<file path="config.mk">
export PLATFORM = sky130hd
export DESIGN_NAME = fetch_stage_flat
export DESIGN_NICKNAME = d
export VERILOG_FILES = /design/src/rtl/fetch_pkg.sv /design/src/rtl/fetch_stage_if.sv /design/src/rtl/if_id_reg.sv /design/src/rtl/fetch_stage.sv /design/src/flat_wrapper.sv
export SDC_FILE = /design/constraint.sdc
export NUM_CORES = 1
export LEC_CHECK = 0
export CAP_MARGIN = 30
export CORE_ASPECT_RATIO = 1.5
export CORE_MARGIN = 2
export CORE_UTILIZATION = 49
export CTS_CLUSTER_DIAMETER = 80
export CTS_CLUSTER_SIZE = 28
export DETAILED_ROUTE_END_ITERATION = 10
export DONT_BUFFER_PORTS = 1
export PLACE_DENSITY_LB_ADDON = 0.05
export SYNTH_ARGS = -nofsm -noshare
export SYNTH_HDL_FRONTEND = slang
export SYNTH_HIERARCHICAL = 1
export SYNTH_SLANG_ARGS = --single-unit
</file>
<file path="constraint.sdc">
create_clock -name clk -period 2.8 [get_ports clk]
set_input_delay 0.42 -clock clk [delete_from_list [all_inputs] [get_ports clk]]
set_output_delay 0.42 -clock clk [all_outputs]
set_load 0.02 [all_outputs]
</file>
<file path="src/rtl/fetch_pkg.sv">
// Shared types and default constants for the instruction-fetch stage.
//   fetch_state_t : fetch FSM states
//   if_id_t       : IF/ID pipeline register payload
package fetch_pkg;

  localparam int unsigned ADDR_W  = 32;
  localparam int unsigned INSTR_W = 32;
  localparam int unsigned COUNT_W = 32;

  localparam logic [ADDR_W-1:0]  END_ADDR_DEF  = ADDR_W'(161);
  localparam logic [INSTR_W-1:0] NOP_INSTR_DEF = '0;

  typedef enum logic {
    RUN  = 1'b0,
    HALT = 1'b1
  } fetch_state_t;

  typedef struct packed {
    logic               valid;
    logic [INSTR_W-1:0] instr;
    logic [ADDR_W-1:0]  pc;
  } if_id_t;

endpackage

</file>
<file path="src/rtl/fetch_stage_if.sv">
// Signal bundle around the fetch stage: PC register, instruction memory,
// hazard/branch controls and the IF/ID outputs.
//   master : the fetch stage itself
//   slave  : everything around it (PC register, imem, hazard unit, decode)
interface fetch_stage_if
  import fetch_pkg::*;
();

  logic [ADDR_W-1:0]  pc_cur;
  logic [ADDR_W-1:0]  pc_next;
  logic               pc_load;
  logic [ADDR_W-1:0]  imem_addr;
  logic [INSTR_W-1:0] imem_rdata;
  logic               stall;
  logic               flush;
  logic               br_taken;
  logic [ADDR_W-1:0]  br_target;
  logic               if_id_valid;
  logic [INSTR_W-1:0] if_id_instr;
  logic [ADDR_W-1:0]  if_id_pc;
  logic               halted;
  logic [COUNT_W-1:0] fetch_count;

  modport master (
    input  pc_cur, imem_rdata, stall, flush, br_taken, br_target,
    output pc_next, pc_load, imem_addr, if_id_valid, if_id_instr, if_id_pc,
           halted, fetch_count
  );

  modport slave (
    output pc_cur, imem_rdata, stall, flush, br_taken, br_target,
    input  pc_next, pc_load, imem_addr, if_id_valid, if_id_instr, if_id_pc,
           halted, fetch_count
  );

endinterface

</file>
<file path="src/rtl/if_id_reg.sv">
// IF/ID pipeline register.
//   clk, rst : clock, async active-low reset (resets to an invalid NOP)
//   load     : capture d
//   clear    : force an invalid NOP (wins over load)
//   d, q     : payload in / registered payload out
module if_id_reg
  import fetch_pkg::*;
#(
  parameter logic [INSTR_W-1:0] NOP_INSTR = NOP_INSTR_DEF
) (
  input  logic   clk,
  input  logic   rst,
  input  logic   load,
  input  logic   clear,
  input  if_id_t d,
  output if_id_t q
);

  localparam if_id_t EMPTY = '{valid: 1'b0, instr: NOP_INSTR, pc: '0};

  always_ff @(posedge clk or negedge rst) begin
    if (!rst)        q <= EMPTY;
    else if (clear)  q <= EMPTY;
    else if (load)   q <= d;
  end

endmodule

</file>
<file path="src/rtl/fetch_stage.sv">
// Instruction-fetch stage: next-PC selection, imem addressing, IF/ID capture,
// stall/flush/branch handling and halt at END_ADDR.
//   clk, rst : clock, async active-low reset
//   bus      : fetch_stage_if master (PC register, imem, controls, IF/ID out)
// pc_next, pc_load and imem_addr are combinational; all else is registered.
module fetch_stage
  import fetch_pkg::*;
#(
  parameter logic [ADDR_W-1:0]  END_ADDR  = END_ADDR_DEF,
  parameter logic [INSTR_W-1:0] NOP_INSTR = NOP_INSTR_DEF
) (
  input  logic          clk,
  input  logic          rst,
  fetch_stage_if.master bus
);

  fetch_state_t       state, state_n;
  logic               req_valid, req_valid_n;
  logic [ADDR_W-1:0]  req_pc, req_pc_n;
  logic [COUNT_W-1:0] count, count_n;
  logic               halted, halted_n;
  logic [ADDR_W-1:0]  pc_next_c;
  logic               pc_load_c;
  logic               ifid_load, ifid_clear;
  logic               hold_addr;
  if_id_t             ifid_d, ifid_q;

  // State register and request tracking
  always_ff @(posedge clk or negedge rst) begin
    if (!rst) begin
      state     <= RUN;
      req_valid <= 1'b0;
      req_pc    <= '0;
      count     <= '0;
      halted    <= 1'b0;
    end else begin
      state     <= state_n;
      req_valid <= req_valid_n;
      req_pc    <= req_pc_n;
      count     <= count_n;
      halted    <= halted_n;
    end
  end

  // Priority: br_taken > flush > stall > halt > normal.
  // A flush kills the returning word but still issues pc_cur, so the
  // instruction after the flushed one is fetched without a PC rewind.
  always_comb begin
    state_n     = state;
    req_valid_n = req_valid;
    req_pc_n    = req_pc;
    count_n     = count;
    pc_next_c   = bus.pc_cur + ADDR_W'(1);
    pc_load_c   = 1'b0;
    ifid_load   = 1'b0;
    ifid_clear  = 1'b0;

    if (bus.br_taken) begin
      pc_next_c   = bus.br_target;
      pc_load_c   = 1'b1;
      req_valid_n = 1'b0;
      ifid_clear  = 1'b1;
      state_n     = RUN;
    end else if (bus.flush || !bus.stall) begin
      if (bus.flush) begin
        ifid_clear = 1'b1;
      end else begin
        ifid_load = 1'b1;
        count_n   = count + COUNT_W'(req_valid);
      end
      if (state == HALT) begin
        req_valid_n = 1'b0;
      end else begin
        req_valid_n = 1'b1;
        req_pc_n    = bus.pc_cur;
        if (bus.pc_cur == END_ADDR) state_n   = HALT;
        else                        pc_load_c = 1'b1;
      end
    end

    halted_n = (state_n == HALT) && !req_valid_n;
  end

  // Replay the outstanding address only on a true hold so imem_rdata stays
  // stable; flush/branch cycles are not holds.
  assign hold_addr = bus.stall && !bus.flush && !bus.br_taken && req_valid;

  assign ifid_d = '{valid: req_valid,
                    instr: req_valid ? bus.imem_rdata : NOP_INSTR,
                    pc:    req_pc};

  if_id_reg #(.NOP_INSTR(NOP_INSTR)) u_if_id (
    .clk   (clk),
    .rst   (rst),
    .load  (ifid_load),
    .clear (ifid_clear),
    .d     (ifid_d),
    .q     (ifid_q)
  );

  assign bus.imem_addr   = hold_addr ? req_pc : bus.pc_cur;
  assign bus.pc_next     = pc_next_c;
  assign bus.pc_load     = rst && pc_load_c;
  assign bus.if_id_valid = ifid_q.valid;
  assign bus.if_id_instr = ifid_q.instr;
  assign bus.if_id_pc    = ifid_q.pc;
  assign bus.halted      = halted;
  assign bus.fetch_count = count;

endmodule

</file>
<file path="src/flat_wrapper.sv">
// flat-port wrapper written by rule: the top's interface ports become plain ports
module fetch_stage_flat import fetch_pkg::*;
#(
  parameter logic [ADDR_W-1:0]  END_ADDR  = END_ADDR_DEF,
  parameter logic [INSTR_W-1:0] NOP_INSTR = NOP_INSTR_DEF
)
  (clk, rst, bus_pc_cur, bus_imem_rdata, bus_stall, bus_flush, bus_br_taken, bus_br_target, bus_pc_next, bus_pc_load, bus_imem_addr, bus_if_id_valid, bus_if_id_instr, bus_if_id_pc, bus_halted, bus_fetch_count);
  fetch_stage_if bus_i ();
  input  logic clk;
  input  logic rst;
  input wire logic [$bits(bus_i.pc_cur)-1:0] bus_pc_cur;
  input wire logic [$bits(bus_i.imem_rdata)-1:0] bus_imem_rdata;
  input wire logic [$bits(bus_i.stall)-1:0] bus_stall;
  input wire logic [$bits(bus_i.flush)-1:0] bus_flush;
  input wire logic [$bits(bus_i.br_taken)-1:0] bus_br_taken;
  input wire logic [$bits(bus_i.br_target)-1:0] bus_br_target;
  output wire logic [$bits(bus_i.pc_next)-1:0] bus_pc_next;
  output wire logic [$bits(bus_i.pc_load)-1:0] bus_pc_load;
  output wire logic [$bits(bus_i.imem_addr)-1:0] bus_imem_addr;
  output wire logic [$bits(bus_i.if_id_valid)-1:0] bus_if_id_valid;
  output wire logic [$bits(bus_i.if_id_instr)-1:0] bus_if_id_instr;
  output wire logic [$bits(bus_i.if_id_pc)-1:0] bus_if_id_pc;
  output wire logic [$bits(bus_i.halted)-1:0] bus_halted;
  output wire logic [$bits(bus_i.fetch_count)-1:0] bus_fetch_count;
  assign bus_i.pc_cur = bus_pc_cur;
  assign bus_i.imem_rdata = bus_imem_rdata;
  assign bus_i.stall = bus_stall;
  assign bus_i.flush = bus_flush;
  assign bus_i.br_taken = bus_br_taken;
  assign bus_i.br_target = bus_br_target;
  assign bus_pc_next = bus_i.pc_next;
  assign bus_pc_load = bus_i.pc_load;
  assign bus_imem_addr = bus_i.imem_addr;
  assign bus_if_id_valid = bus_i.if_id_valid;
  assign bus_if_id_instr = bus_i.if_id_instr;
  assign bus_if_id_pc = bus_i.if_id_pc;
  assign bus_halted = bus_i.halted;
  assign bus_fetch_count = bus_i.fetch_count;
  fetch_stage #(.END_ADDR(END_ADDR), .NOP_INSTR(NOP_INSTR)) u_core (.clk(clk), .rst(rst), .bus(bus_i));
endmodule
</file>
Word-level counts from Yosys, hierarchy flattened
Index checks and enable logic that the tools add are counted.
Widths: inputs -> output; s select.
{"block": "word_totals", "ff_bits": 132}
{"block": "classes", "n_addsub": 2, "eq_ne": 1, "mux": 22, "bitwise": 3, "n_reduce_logical": 13}
{"operator": "$mux 65", "n": 2}
{"operator": "$mux 32", "n": 3}
{"operator": "$add 32x1->32", "n": 1}
{"operator": "$add 32x1->32 const B", "n": 1}
{"operator": "$eq 32x8->1 const B", "n": 1}
{"operator": "$mux 1", "n": 17}
{"operator": "$reduce_and 3->1", "n": 2}
{"operator": "$logic_and 1x1->1", "n": 5}
{"operator": "$logic_not 1->1", "n": 4}
{"operator": "$not 1->1", "n": 3}
{"operator": "$reduce_bool 2->1", "n": 1}
{"operator": "$logic_or 1x1->1", "n": 1}

Logic depth before layout (Yosys ltp)
Gate-level depths: netlist of run 1.
{"block": "depth", "depth_word": 6, "mapped_depth": 8}

Hierarchy
The synthesis of run 1 kept the hierarchy.
{"module": "fetch_stage", "instances": 1, "cells_per_inst": 469, "area_each_um2": 4471.8}
{"module": "if_id_reg", "instances": 1, "cells_per_inst": 209, "area_each_um2": 2667.6}

Worst setup path before layout of run 1
No wires, ideal clock.
{"block": "synth_path", "path_kind": "input to output", "from": "in bus_pc_cur[0]", "to": "out bus_pc_next[30]", "arrival_time_ps": 2262, "t_required_ps": 2380, "slack_ps": 118, "cell_stages": 6, "path_buffers": 1, "cell_sequence": "ha_1 -> nand4_1 -> or4_4 -> clkbuf_1 -> or3_1 -> a31oi_1"}
{"block": "synth_via", "elab_chain_cells": 2}
{"item": "from (decl)", "line": "flat_wrapper.sv:11", "text": "input wire logic [$bits(bus_i.pc_cur)-1:0] bus_pc_cur;"}
{"item": "$add 32x1->32", "line": "fetch_stage.sv:53", "text": "pc_next_c = bus.pc_cur + ADDR_W'(1);"}
{"item": "$mux 32", "line": "fetch_stage.sv:58", "text": "if (bus.br_taken) begin"}
{"item": "to (decl)", "line": "flat_wrapper.sv:17", "text": "output wire logic [$bits(bus_i.pc_next)-1:0] bus_pc_next;"}
No other way between the ends.

Worst setup path in the final report of run 1
{"block": "layout_path", "from": "in bus_pc_cur[0]", "to": "out bus_pc_next[20]"}
Same word-level chain as after synthesis.

==> impl_summary.log, run 1 <==
INFO  metric initial_core_util = 0.4961
INFO  metric worstSetupStartpointType = primary input
INFO  metric cp.required = 2.38 ns
INFO  metric syn-instance-count = 678
INFO  metric syn2layout_area_growth = 12.72%
INFO  metric yosys_most_used_dff = sky130_fd_sc_hd__dfrtp_1
INFO  metric maxCapViolCount = 0
INFO  metric sequential_area_share_after_synthesis = 0.4627
INFO  metric drc_errors = 0
INFO  metric nets = 798
INFO  metric cp_slowest_stage_delay = 0.61 ns
INFO  metric power.leakage = 3.294 nW
INFO  metric synth.most_common_cell = sky130_fd_sc_hd__dfrtp_1
INFO  metric ys_seq_elements = 132
INFO  metric buffers_added_on_ports = 0
INFO  metric outcome = finished with violations
INFO  metric fillCellCount = 1292
INFO  metric skew = 0.01125 ns
INFO  metric synthesis.area = 7139 sq um
INFO  metric cts_root_buf = sky130_fd_sc_hd__clkbuf_16
INFO  metric synth.yosys.warnings = 6
INFO  metric tritoncts.num_buffers = 17
INFO  metric grt_pass1_vias = 5438
INFO  metric final_core_util = 0.5592
INFO  metric track_usage = 0.2476
INFO  metric layout-drive-gt1-share = 0.2181
INFO  metric global_route_wire_length_before_repair = 29910 um
INFO  metric timing.final.crit_period = 2.612 ns
INFO  metric vdd_drop_max = 404.7 uV
INFO  metric critical_path_class = in -> out
INFO  metric final-hold-violation-count = 132
INFO  metric gr-usage-met3 = 0.06900
INFO  metric leading_post_synthesis_cells_by_instance_count = sky130_fd_sc_hd__dfrtp_1, sky130_fd_sc_hd__nor2_1, sky130_fd_sc_hd__mux2_2
INFO  metric detail_route.wirelength = 19270 um
INFO  metric rsz0062_at_grt = false
INFO  metric detail_route.first_pass.iterations = 4
INFO  metric num_ports = 264
INFO  metric vias_per_cell = 5.894
INFO  metric dr_total_vias = 5316
INFO  metric std_cell_rows = 54
INFO  metric drv_slew = 0
INFO  metric globalRouteMet1Util = 0.2974
INFO  metric gp_congestion = 0.8952
INFO  metric netlist.top_cell.by_area = sky130_fd_sc_hd__dfrtp_1
INFO  metric final-setup-viol-count = 0
INFO  metric clkLatencyLatePin = 0.42 ns
INFO  metric max_slew_margin = 0.5225
INFO  metric dp.final_hpwl = 13800 um
INFO  metric critPathCaptureType = output pin
INFO  metric route.antenna.remaining_nets = 0
INFO  metric detail_route.iter0.violations = 175
INFO  metric clk_path_buf_depth = 2
INFO  metric worst_pin_slew = 0.7087 ns
INFO  metric async_flop_share = 1.000
INFO  metric die_width = 102.6 um
INFO  metric power_density = 631.0 nW/um^2
INFO  metric synth_area_per_cell = 10.53 sq um
INFO  metric cts.repair_timing.setup_buffer_count = 0
INFO  metric grt_util_met2 = 0.4105
INFO  metric critPathMaxFanout = 11
INFO  metric global_route.peak_usage_layer = met2
INFO  metric ys_types = 45
INFO  metric pin_count_of_the_biggest_net_entering_global_routing = 134
INFO  metric violations = hold timing
INFO  metric period_share = 0.9329
INFO  metric clock_tree_from_tritoncts = built
INFO  metric yosys-top-cells-area = sky130_fd_sc_hd__dfrtp_1, sky130_fd_sc_hd__mux2_2, sky130_fd_sc_hd__mux2i_1
INFO  metric crit_path_top_delay_cell = sky130_fd_sc_hd__or4_4
INFO  metric synth.net_count = 783
INFO  metric most_prevalent_standard_cell_on_the_critical_path = sky130_fd_sc_hd__buf_4
INFO  metric arrival = 2.19 ns
INFO  metric number_of_antenna_violations_at_the_first_check_in_global_routing = 0
INFO  metric cells_traversed_along_the_worst_timing_path = ha_1, nand4_1, or4_4, buf_4, or3_1, a31oi_1, buf_4
INFO  metric finalHoldWorstSlack = -0.3029 ns
INFO  metric cts.reportedPaths.clkPinSlew = 0.06 ns
INFO  metric worst_hold_path_type = in -> async
INFO  metric die_height = 151.8 um
INFO  metric globalRoute.totalOverflow = 0
INFO  metric timing.setup.tns = 0 ns
INFO  metric diodes = 0
INFO  metric htreeDepth = 4
INFO  metric timing.fmax = 0.3828 GHz
INFO  metric clock_sinks = 132
INFO  metric synth_top_area_frac = 0.4627
INFO  metric wl_per_cell = 21.36 um
INFO  metric core = 14390 sq um
INFO  metric die-area = 15570 sq um
INFO  metric synth_edf_count = 0
metrics by stage:
| stage | instances | hold WS (ns) | area [sq um] | setup slack (ns) | power, W |
|---|---|---|---|---|---|
| finish | 902 | -0.3029 | 8048 | 0.1878 | 0.005078 |
| global route | 902 | -0.3264 | 8048 | 0.1256 | 0.005271 |
| CTS | 902 | -0.3242 | 8043 | 0.06715 | 0.005134 |
| detailed placement | 870 | 0.1273 | 7406 | 0.1130 | 0.002708 |
| global placement | 870 | 0.1273 | 7406 | 0.1176 | 0.002697 |
| floorplan | 678 | 0.1244 | 7139 | 0.1182 | 0.002592 |
cells by family (layout without fill, tap and decap cells):
family | after synthesis | in the layout | synth area share
buf+inv | 51 | 79 | 0.04995
simple gates | 266 | 266 | 0.1912
mux | 131 | 131 | 0.1952
xor+xnor | 42 | 42 | 0.05152
flops | 132 | 132 | 0.4627
compound gates | 52 | 52 | 0.04241
fa+ha+maj | 4 | 4 | 0.007010
cell usage in the layout, fill, tap and decap left out, types with 3 or more instances in the layout:
master                        n
sky130_fd_sc_hd__dfrtp_1    131
sky130_fd_sc_hd__nor2_1      89
sky130_fd_sc_hd__mux2_2      66
sky130_fd_sc_hd__mux2i_1     65
sky130_fd_sc_hd__buf_4       38
sky130_fd_sc_hd__nand2_1     37
sky130_fd_sc_hd__and2_1      35
sky130_fd_sc_hd__xnor2_1     35
sky130_fd_sc_hd__o21ai_0     28
sky130_fd_sc_hd__nand4_1     25
sky130_fd_sc_hd__nand3_1     20
sky130_fd_sc_hd__clkbuf_16   17
sky130_fd_sc_hd__a31oi_1     16
sky130_fd_sc_hd__or3_1       11
sky130_fd_sc_hd__and3_1      10
sky130_fd_sc_hd__nor4_1      10
sky130_fd_sc_hd__xor2_1       7
sky130_fd_sc_hd__inv_6        5
sky130_fd_sc_hd__inv_1        5
sky130_fd_sc_hd__nor3_1       5
sky130_fd_sc_hd__bufinv_16    4
sky130_fd_sc_hd__and4_1       4
sky130_fd_sc_hd__ha_1         4
sky130_fd_sc_hd__clkinv_2     3
sky130_fd_sc_hd__or3_2        3
sky130_fd_sc_hd__or2_2        3
worst max-delay path: cells and delay by family:
kind	cells	cell delay (ns)
AO/OA/AOI/OAI	1	0.18
adder cells (fa/ha/maj)	1	0.15
AND/OR/NAND/NOR	3	1.08
buffers and inverters	2	0.36
state kept, by name, summed over array words and instances (netlist names):
name,count
u_core/req_pc,32
u_core/u_if_id/q,65
u_core/req_valid,1
u_core/bus.halted,1
u_core/state,1
u_core/bus.fetch_count,32
final cells by class:
cell class	count	area, sq um	area share
Inverter	7	27.53	0.003420
Timing Repair Buffer	40	325.3	0.04042
Clock inverter	13	193.9	0.02410
Multi-Input combinational cell	495	3508	0.4359
Tap cell	196	245.2	0.03047
Clock buffer	19	442.9	0.05504
Sequential cell	132	3304	0.4106
per-layer routing:
layer / routed length [um] / up-vias / share of wire
li1: - / 2418 / -
met1: 7345 / 2652 / 0.38
met2: 9897 / 204 / 0.51
met3: 1448 / 42 / 0.075
met4: 573 / 0 / 0.030
met5: 0 / - / 0
worst paths after layout:
path | startpoint | end | slack (ns) | cells after the start
max in group asynchronous | rst | u_core/req_pc[7]$_DFFE_PN0P_ | 2.82 | 0
min in group clk | bus_pc_cur[12] | u_core/req_pc[12]$_DFFE_PN0P_ | 0.15 | 1
max reg2reg | u_core/req_valid$_DFF_PN0_ | u_core/bus.fetch_count[14]$_DFFE_PN0P_ | 0.71 | 7
min reg2reg | u_core/req_pc[28]$_DFFE_PN0P_ | u_core/req_pc[28]$_DFFE_PN0P_ | 0.53 | 1
min | rst | u_core/u_if_id/q[47]$_DFFE_PN0P_ | -0.30 | 0
max | bus_pc_cur[0] | bus_pc_next[20] | 0.19 | 7
what timing repair did:
| action | in CTS | in global routing |
|---|---|---|
| gates resized for setup | 0 | 2 |
| endpoints found under the setup margin | 0 | 33 |
| endpoints found under the hold margin | 132 | 132 |
where the power goes:
part,leakage (nW),internal [W],switching (W)
combinational,1.22,0.000231,0.000279
clock,0.315,0.00153,0.000876
sequential,1.75,0.00201,0.000151
Note: power is estimated with default switching activity, not from simulation.
==> run 2: changes to the inputs <==
Settings changed: SETUP_SLACK_MARGIN set to 0.05.
Clock period 2.8 ns to 2.2 ns, I/O delays scaled along.
==> impl_summary.log, run 2 (synthesis results as in run 1) <==
INFO  metric outcome = finished with violations
INFO  metric violations = hold timing, setup timing
INFO  metric dr_wl_met3 = 1549 um
INFO  metric power.leakage = 3.348 nW
INFO  metric maxCapViolCount = 0
INFO  metric die_width = 102.6 um
INFO  metric pin_count_of_the_biggest_net_entering_global_routing = 134
INFO  metric dr_total_vias = 5318
INFO  metric syn2layout_area_growth = 17.00%
INFO  metric timing.final.crit_period = 2.229 ns
INFO  metric number_of_antenna_violations_at_the_first_check_in_global_routing = 1
INFO  metric clock_sinks = 132
INFO  metric track_usage = 0.2484
INFO  metric tritoncts.num_buffers = 17
INFO  metric worst_pin_slew = 0.5320 ns
INFO  metric cp_slowest_stage_delay = 0.53 ns
INFO  metric final_common_cell = sky130_fd_sc_hd__dfrtp_1
INFO  metric crit_path_top_delay_cell = sky130_fd_sc_hd__or4_4
INFO  metric cp.required = 1.87 ns
INFO  metric skew = 0.009258 ns
INFO  metric vdd_drop_max = 484.8 uV
INFO  metric drv_slew = 0
INFO  metric std_cell_rows = 54
INFO  metric drc_errors = 0
INFO  metric layout_common_cells = sky130_fd_sc_hd__dfrtp_1, sky130_fd_sc_hd__nor2_1, sky130_fd_sc_hd__mux2_2
INFO  metric die-area = 15570 sq um
INFO  metric clkLatencyLatePin = 0.41 ns
INFO  metric route.antenna.remaining_nets = 0
INFO  metric largest_register_ffs = 65
INFO  metric worstSetupStartpointType = primary input
INFO  metric final-hold-violation-count = 132
INFO  metric max_slew_margin = 0.6453
INFO  metric globalRoute.totalOverflow = 0
INFO  metric finalHoldWorstSlack = -0.3908 ns
INFO  metric drt-met1-wl = 7344 um
INFO  metric worst_path_dominant_cell_family = simple AND/OR/NAND/NOR gates
INFO  metric clk_path_buf_depth = 2
INFO  metric critPathMaxFanout = 16
INFO  metric wl_per_cell = 21.41 um
INFO  metric post-layout-total-power = 0.006388 W
INFO  metric cts.reportedPaths.clkPinSlew = 0.06 ns
INFO  metric critical_path_class = in -> out
INFO  metric fillCellCount = 1247
INFO  metric detail_route.wirelength = 19460 um
INFO  metric grt_pass1_vias = 5425
INFO  metric core = 14390 sq um
INFO  metric gp_congestion = 0.7950
INFO  metric cts_root_buf = sky130_fd_sc_hd__clkbuf_16
INFO  metric dr_wl_met2 = 10160 um
INFO  metric timing.fmax = 0.4486 GHz
INFO  metric period_share = 1.013
INFO  metric rsz0062_at_grt = true
INFO  metric initial_core_util = 0.4961
INFO  metric power_density = 764.8 nW/um^2
INFO  metric nets = 805
INFO  metric die_height = 151.8 um
INFO  metric fin_cells = 909
INFO  metric critical_path_buf_inv_count = 1
INFO  metric buffers_added_on_ports = 0
INFO  metric final-setup-viol-count = 4
INFO  metric layout-drive-gt1-share = 0.2598
INFO  metric critPathCaptureType = output pin
INFO  metric htreeDepth = 4
INFO  metric cells_traversed_along_the_worst_timing_path = nand4_1, or4_4, buf_12, or4b_4, a31oi_4
INFO  metric topRoutingLayerUsed = met4
INFO  metric num_ports = 264
INFO  metric worst_hold_path_type = in -> async
INFO  metric placed_cells_incl_taps = 875
INFO  metric clock_tree_from_tritoncts = built
INFO  metric registers.top_by_ff_count = u_core/u_if_id/q
INFO  metric dp.final_hpwl = 13860 um
INFO  metric detail_route.iter0.violations = 177
INFO  metric arrival = 1.90 ns
INFO  metric fin_ws = -0.02928 ns
INFO  metric global_route_wire_length_before_repair = 30100 um
INFO  metric detail_route.first_pass.iterations = 4
INFO  metric vias_per_cell = 5.850
run 2: cell count changes in the layout (fill, tap and decap cells not counted), sizes merged:
cell | previous run | this run
buf | 40 | 47
clkinvlp | 0 | 4
diode | 0 | 1
inv | 12 | 10
clkbuf | 19 | 18
clkinv | 4 | 3
bufinv | 4 | 3
run 2: layer usage:
metal | track usage | up-vias
met2 | 0.4248 | 197
li1 | - | 2431
met3 | 0.07958 | 30
met5 | 0 | -
met4 | 0.08635 | 0
met1 | 0.2874 | 2660
run 2: stage by stage:
step	utilization	area, sq um	TNS, ns	hold slack [ns]	worst slack (ns)
3_5_place_dp	0.5353	7704	-0.5819	0.03702	-0.1314
5_1_grt	0.5804	8353	-0.4649	-0.4103	-0.08204
2_1_floorplan	-	7418	-0.1627	0.03441	-0.04578
6_report	0.5804	8353	-0.06475	-0.3908	-0.02928
3_3_place_gp	0.5353	7704	-0.4610	0.03704	-0.1214
4_1_cts	0.5800	8347	-0.06035	-0.4068	-0.02986
run 2: repair_timing:
action,4_1_cts,5_1_grt
setup endpoints to repair,11,26
gates resized for setup,4,1
buffers inserted,2,0
pin swaps,8,2
endpoints found under the hold margin,132,132
run 2: path summary, 6_finish.rpt:
path                       cells after the start                                     end  slack, ns                             startpoint
setup reg to reg                               7  u_core/bus.fetch_count[14]$_DFFE_PN0P_       0.27  u_core/bus.fetch_count[0]$_DFFE_PN0P_
hold / removal                                 0        u_core/u_if_id/q[49]$_DFFE_PN0P_      -0.39                                    rst
setup / recovery                               5                         bus_pc_next[31]      -0.03                         bus_pc_cur[10]
min in group clk                               1           u_core/req_pc[25]$_DFFE_PN0P_       0.07                         bus_pc_cur[25]
max in group asynchronous                      0                  u_core/state$_DFF_PN0_       2.43                                    rst
hold reg to reg                                1           u_core/req_pc[18]$_DFFE_PN0P_       0.53          u_core/req_pc[18]$_DFFE_PN0P_
run 2: cell type report:
| class | count | area (sq um) | area share |
|---|---|---|---|
| antenna | 1 | 2.502 | 0.0002996 |
| clock buffer | 18 | 439.2 | 0.05258 |
| clock inverter | 13 | 172.7 | 0.02067 |
| inverter | 7 | 27.53 | 0.003295 |
| multi-input combinational | 495 | 3756 | 0.4497 |
| sequential | 132 | 3303 | 0.3954 |
| tap | 196 | 245.2 | 0.02936 |
| timing repair buffer | 47 | 406.6 | 0.04868 |
run 2: report_power, final:
| group | leakage, nW | switching [W] | internal (W) |
|---|---|---|---|
| Combinational | 1.31 | 0.000379 | 0.000321 |
| Clock | 0.286 | 0.00112 | 0.00182 |
| Sequential | 1.76 | 0.000193 | 0.00256 |
==> run 3: changes to the inputs <==
Settings changed: CORE_UTILIZATION 49 to 45, SYNTH_HIERARCHICAL 1 to not set.
==> impl_summary.log, run 3 <==
INFO  metric outcome = finished with violations
INFO  metric violations = hold timing
INFO  metric timing.final.crit_period = 2.138 ns
INFO  metric skew = 0.01074 ns
INFO  metric maxCapViolCount = 0
INFO  metric critical_path_class = in -> out
INFO  metric post-layout-total-power = 0.006335 W
INFO  metric vdd_drop_max = 461.3 uV
INFO  metric synthesis.area = 6623 sq um
INFO  metric vias_per_cell = 5.910
INFO  metric synth_area_per_cell = 10.91 sq um
INFO  metric power.combinational.fraction = 0.109
INFO  metric final-setup-viol-count = 0
INFO  metric clock_sinks = 132
INFO  metric sequential_area_share_after_synthesis = 0.4988
INFO  metric cts.reportedPaths.clkPinSlew = 0.06 ns
INFO  metric wl_per_cell = 21.91 um
INFO  metric dp.final_hpwl = 12990 um
INFO  metric critPathMaxFanout = 6
INFO  metric fin_ws = 0.06235 ns
INFO  metric placed_area = 7284 sq um
INFO  metric core = 14460 sq um
INFO  metric detail_route.iter0.violations = 203
INFO  metric syn2layout_area_growth = 20.06%
INFO  metric track_usage = 0.2357
INFO  metric most_prevalent_standard_cell_on_the_critical_path = sky130_fd_sc_hd__or4_4
INFO  metric nets = 756
INFO  metric cts_root_buf = sky130_fd_sc_hd__clkbuf_16
INFO  metric power.net_switching = 0.001742 W
INFO  metric netlist.top_cell.by_area = sky130_fd_sc_hd__dfrtp_1
INFO  metric drv_slew = 0
INFO  metric timing.setup.tns = 0 ns
INFO  metric max_slew_margin = 0.5085
INFO  metric power.leakage = 3.455 nW
INFO  metric registers.top_by_ff_count = u_core.u_if_id.q
INFO  metric global_route_wire_length_before_repair = 28690 um
INFO  metric tritoncts.num_buffers = 17
INFO  metric clk_path_buf_depth = 2
INFO  metric p_int = 0.004594 W
INFO  metric crit_path_top_delay_cell = sky130_fd_sc_hd__or4_4
INFO  metric yosys-top-cells-area = sky130_fd_sc_hd__dfrtp_1, sky130_fd_sc_hd__mux2_2, sky130_fd_sc_hd__a22o_1
INFO  metric synth.most_common_cell = sky130_fd_sc_hd__dfrtp_1
INFO  metric detail_route.wirelength = 18840 um
INFO  metric period_share = 0.9717
INFO  metric worst_pin_slew = 0.7373 ns
INFO  metric std_cell_rows = 54
INFO  metric final_common_cell = sky130_fd_sc_hd__dfrtp_1
INFO  metric num_ports = 264
INFO  metric synth_top_area_frac = 0.4988
INFO  metric final-hold-violation-count = 132
INFO  metric drc_errors = 0
INFO  metric yosys_most_used_dff = sky130_fd_sc_hd__dfrtp_1
INFO  metric rsz0062_at_grt = true
INFO  metric worstSetupStartpointType = primary input
INFO  metric buffers_added_on_ports = 0
INFO  metric pre_cts_ws = -0.1230 ns
INFO  metric layout-drive-gt1-share = 0.2907
INFO  metric grt_pass1_vias = 5096
INFO  metric layout_common_cells = sky130_fd_sc_hd__dfrtp_1, sky130_fd_sc_hd__buf_4, sky130_fd_sc_hd__a22o_1
INFO  metric worst_hold_path_type = in -> async
INFO  metric post_cts_hold_buffer_count = 1
INFO  metric pwr-share-clk = 0.453
INFO  metric layout.cell_area.non_filler = 7951 sq um
INFO  metric dr_total_vias = 5083
INFO  metric detail_route.first_pass.iterations = 5
INFO  metric synth_edf_count = 0
INFO  metric die_height = 152.6 um
INFO  metric ys_seq_elements = 132
INFO  metric htreeDepth = 4
INFO  metric die_width = 103.1 um
INFO  metric initial_core_util = 0.4580
INFO  metric number_of_antenna_violations_at_the_first_check_in_global_routing = 0
INFO  metric cp.required = 1.87 ns
INFO  metric cells_traversed_along_the_worst_timing_path = nand4_1, or4_4, or4_4, a31oi_4
INFO  metric largest_register_ffs = 65
INFO  metric timing.fmax = 0.4678 GHz
INFO  metric clkLatencyLatePin = 0.41 ns
INFO  metric pin_count_of_the_biggest_net_entering_global_routing = 134
INFO  metric fillCellCount = 1314
INFO  metric gp_congestion = 0.7874
INFO  metric clock_tree_from_tritoncts = built
INFO  metric globalRoute.totalOverflow = 0
INFO  metric critPathCaptureType = output pin
INFO  metric arrival = 1.81 ns
INFO  metric ys_types = 44
INFO  metric power.share.sequential = 0.438
INFO  metric die-area = 15720 sq um
INFO  metric leading_post_synthesis_cells_by_instance_count = sky130_fd_sc_hd__dfrtp_1, sky130_fd_sc_hd__a22o_1, sky130_fd_sc_hd__mux2_2
INFO  metric switching_share = 0.2749
INFO  metric cp_slowest_stage_delay = 0.57 ns
INFO  metric synth.net_count = 712
INFO  metric diodes = 0
INFO  metric async_flop_share = 1.000
INFO  metric finalHoldWorstSlack = -0.3928 ns
INFO  metric syn-instance-count = 607
INFO  metric route.antenna.remaining_nets = 0
INFO  metric synth.yosys.warnings = 0
INFO  metric power_density = 796.8 nW/um^2
-- run 3: cell types whose count changed in the layout (fill, tap and decap cells not counted), moves of 6 or more --
cell	change
sky130_fd_sc_hd__mux2i_1	-65
sky130_fd_sc_hd__xor2_1	+7
sky130_fd_sc_hd__o31ai_1	+6
sky130_fd_sc_hd__or4_1	+7
sky130_fd_sc_hd__a31oi_4	-7
sky130_fd_sc_hd__mux2_2	-8
sky130_fd_sc_hd__buf_4	+25
sky130_fd_sc_hd__inv_1	+7
sky130_fd_sc_hd__a31oi_1	+7
sky130_fd_sc_hd__and2_1	-31
sky130_fd_sc_hd__xnor2_1	-7
sky130_fd_sc_hd__a22o_1	+64
sky130_fd_sc_hd__nand2_1	+10
sky130_fd_sc_hd__nor2_1	-66
-- run 3: final timing paths --
path / end / start / slack (ns) / cells past startpoint
hold / removal: u_core.bus.fetch_count[29]$_DFFE_PN0P_ / rst / -0.39 / 0
min in group clk: u_core.u_if_id.q[47]$_DFFE_PN0P_ / bus_imem_rdata[15] / 0.04 / 1
setup / recovery: bus_pc_next[31] / bus_pc_cur[8] / 0.06 / 4
hold reg to reg: u_core.u_if_id.q[16]$_DFFE_PN0P_ / u_core.req_pc[16]$_DFFE_PN0P_ / 0.51 / 1
setup reg to reg: u_core.bus.fetch_count[28]$_DFFE_PN0P_ / u_core.req_valid$_DFF_PN0_ / 0.23 / 6
max in group asynchronous: u_core.req_pc[22]$_DFFE_PN0P_ / rst / 2.36 / 0
-- run 3: metrics by stage --
step           hold WS (ns)  std cells    util
2_1_floorplan       0.03441        607       -
3_3_place_gp        0.03688        823  0.5038
3_5_place_dp        0.03726        823  0.5038
4_1_cts             -0.4078        857  0.5476
5_1_grt             -0.4152        860  0.5499
6_report            -0.3928        860  0.5499
-- run 3: final cells by class --
type | instances | area [sq um] | area share
sequential | 132 | 3303 | 0.4154
timing repair buffer | 69 | 533.0 | 0.06703
clock inverter | 14 | 162.7 | 0.02046
clock buffer | 18 | 429.2 | 0.05397
multi-input combinational | 419 | 3233 | 0.4066
tap | 196 | 245.2 | 0.03084
inverter | 12 | 45.04 | 0.005665
-- run 3: cell families (layout without fill, tap and decap cells) --
kind of cell	Yosys count	count (layout)	share of synthesized area
AOI/OAI and AO/OA	122	122	0.1379
xor gates and xnor gates	42	42	0.05555
adders and majority gates	4	4	0.007557
buffers and inverters	56	113	0.03703
DFF	132	132	0.4988
muxes	58	58	0.09862
and+or+nand+nor	193	193	0.1646
-- run 3: critical path, delay by kind of cell --
kind	cells	cell delay, ns
AO/OA/AOI/OAI	1	0.25
AND/OR/NAND/NOR	3	1.22
-- run 3: power groups by stage --
stage	combinational (W)	sequential (W)	clock, W
finish	0.000692	0.00278	0.00287
global route	0.000742	0.00280	0.00304
CTS	0.000691	0.00278	0.00292
detailed placement	0.000681	0.00282	0
global placement	0.000672	0.00282	0
floorplan	0.000502	0.00281	0
-- run 3: per-layer routing --
metal | up-vias | routed length (um) | global-route usage
met5 | - | 0 | 0
met4 | 0 | 385 | 0.07644
met3 | 26 | 1536 | 0.06927
met2 | 201 | 9715 | 0.4057
met1 | 2518 | 7204 | 0.2767
li1 | 2338 | - | -
-- run 3: repair_timing --
action	in CTS	in global routing
endpoints found under the setup margin	11	8
buffers inserted	1	3
resized for setup	6	4
endpoints found under the hold margin	134	132
pin swaps	1	5
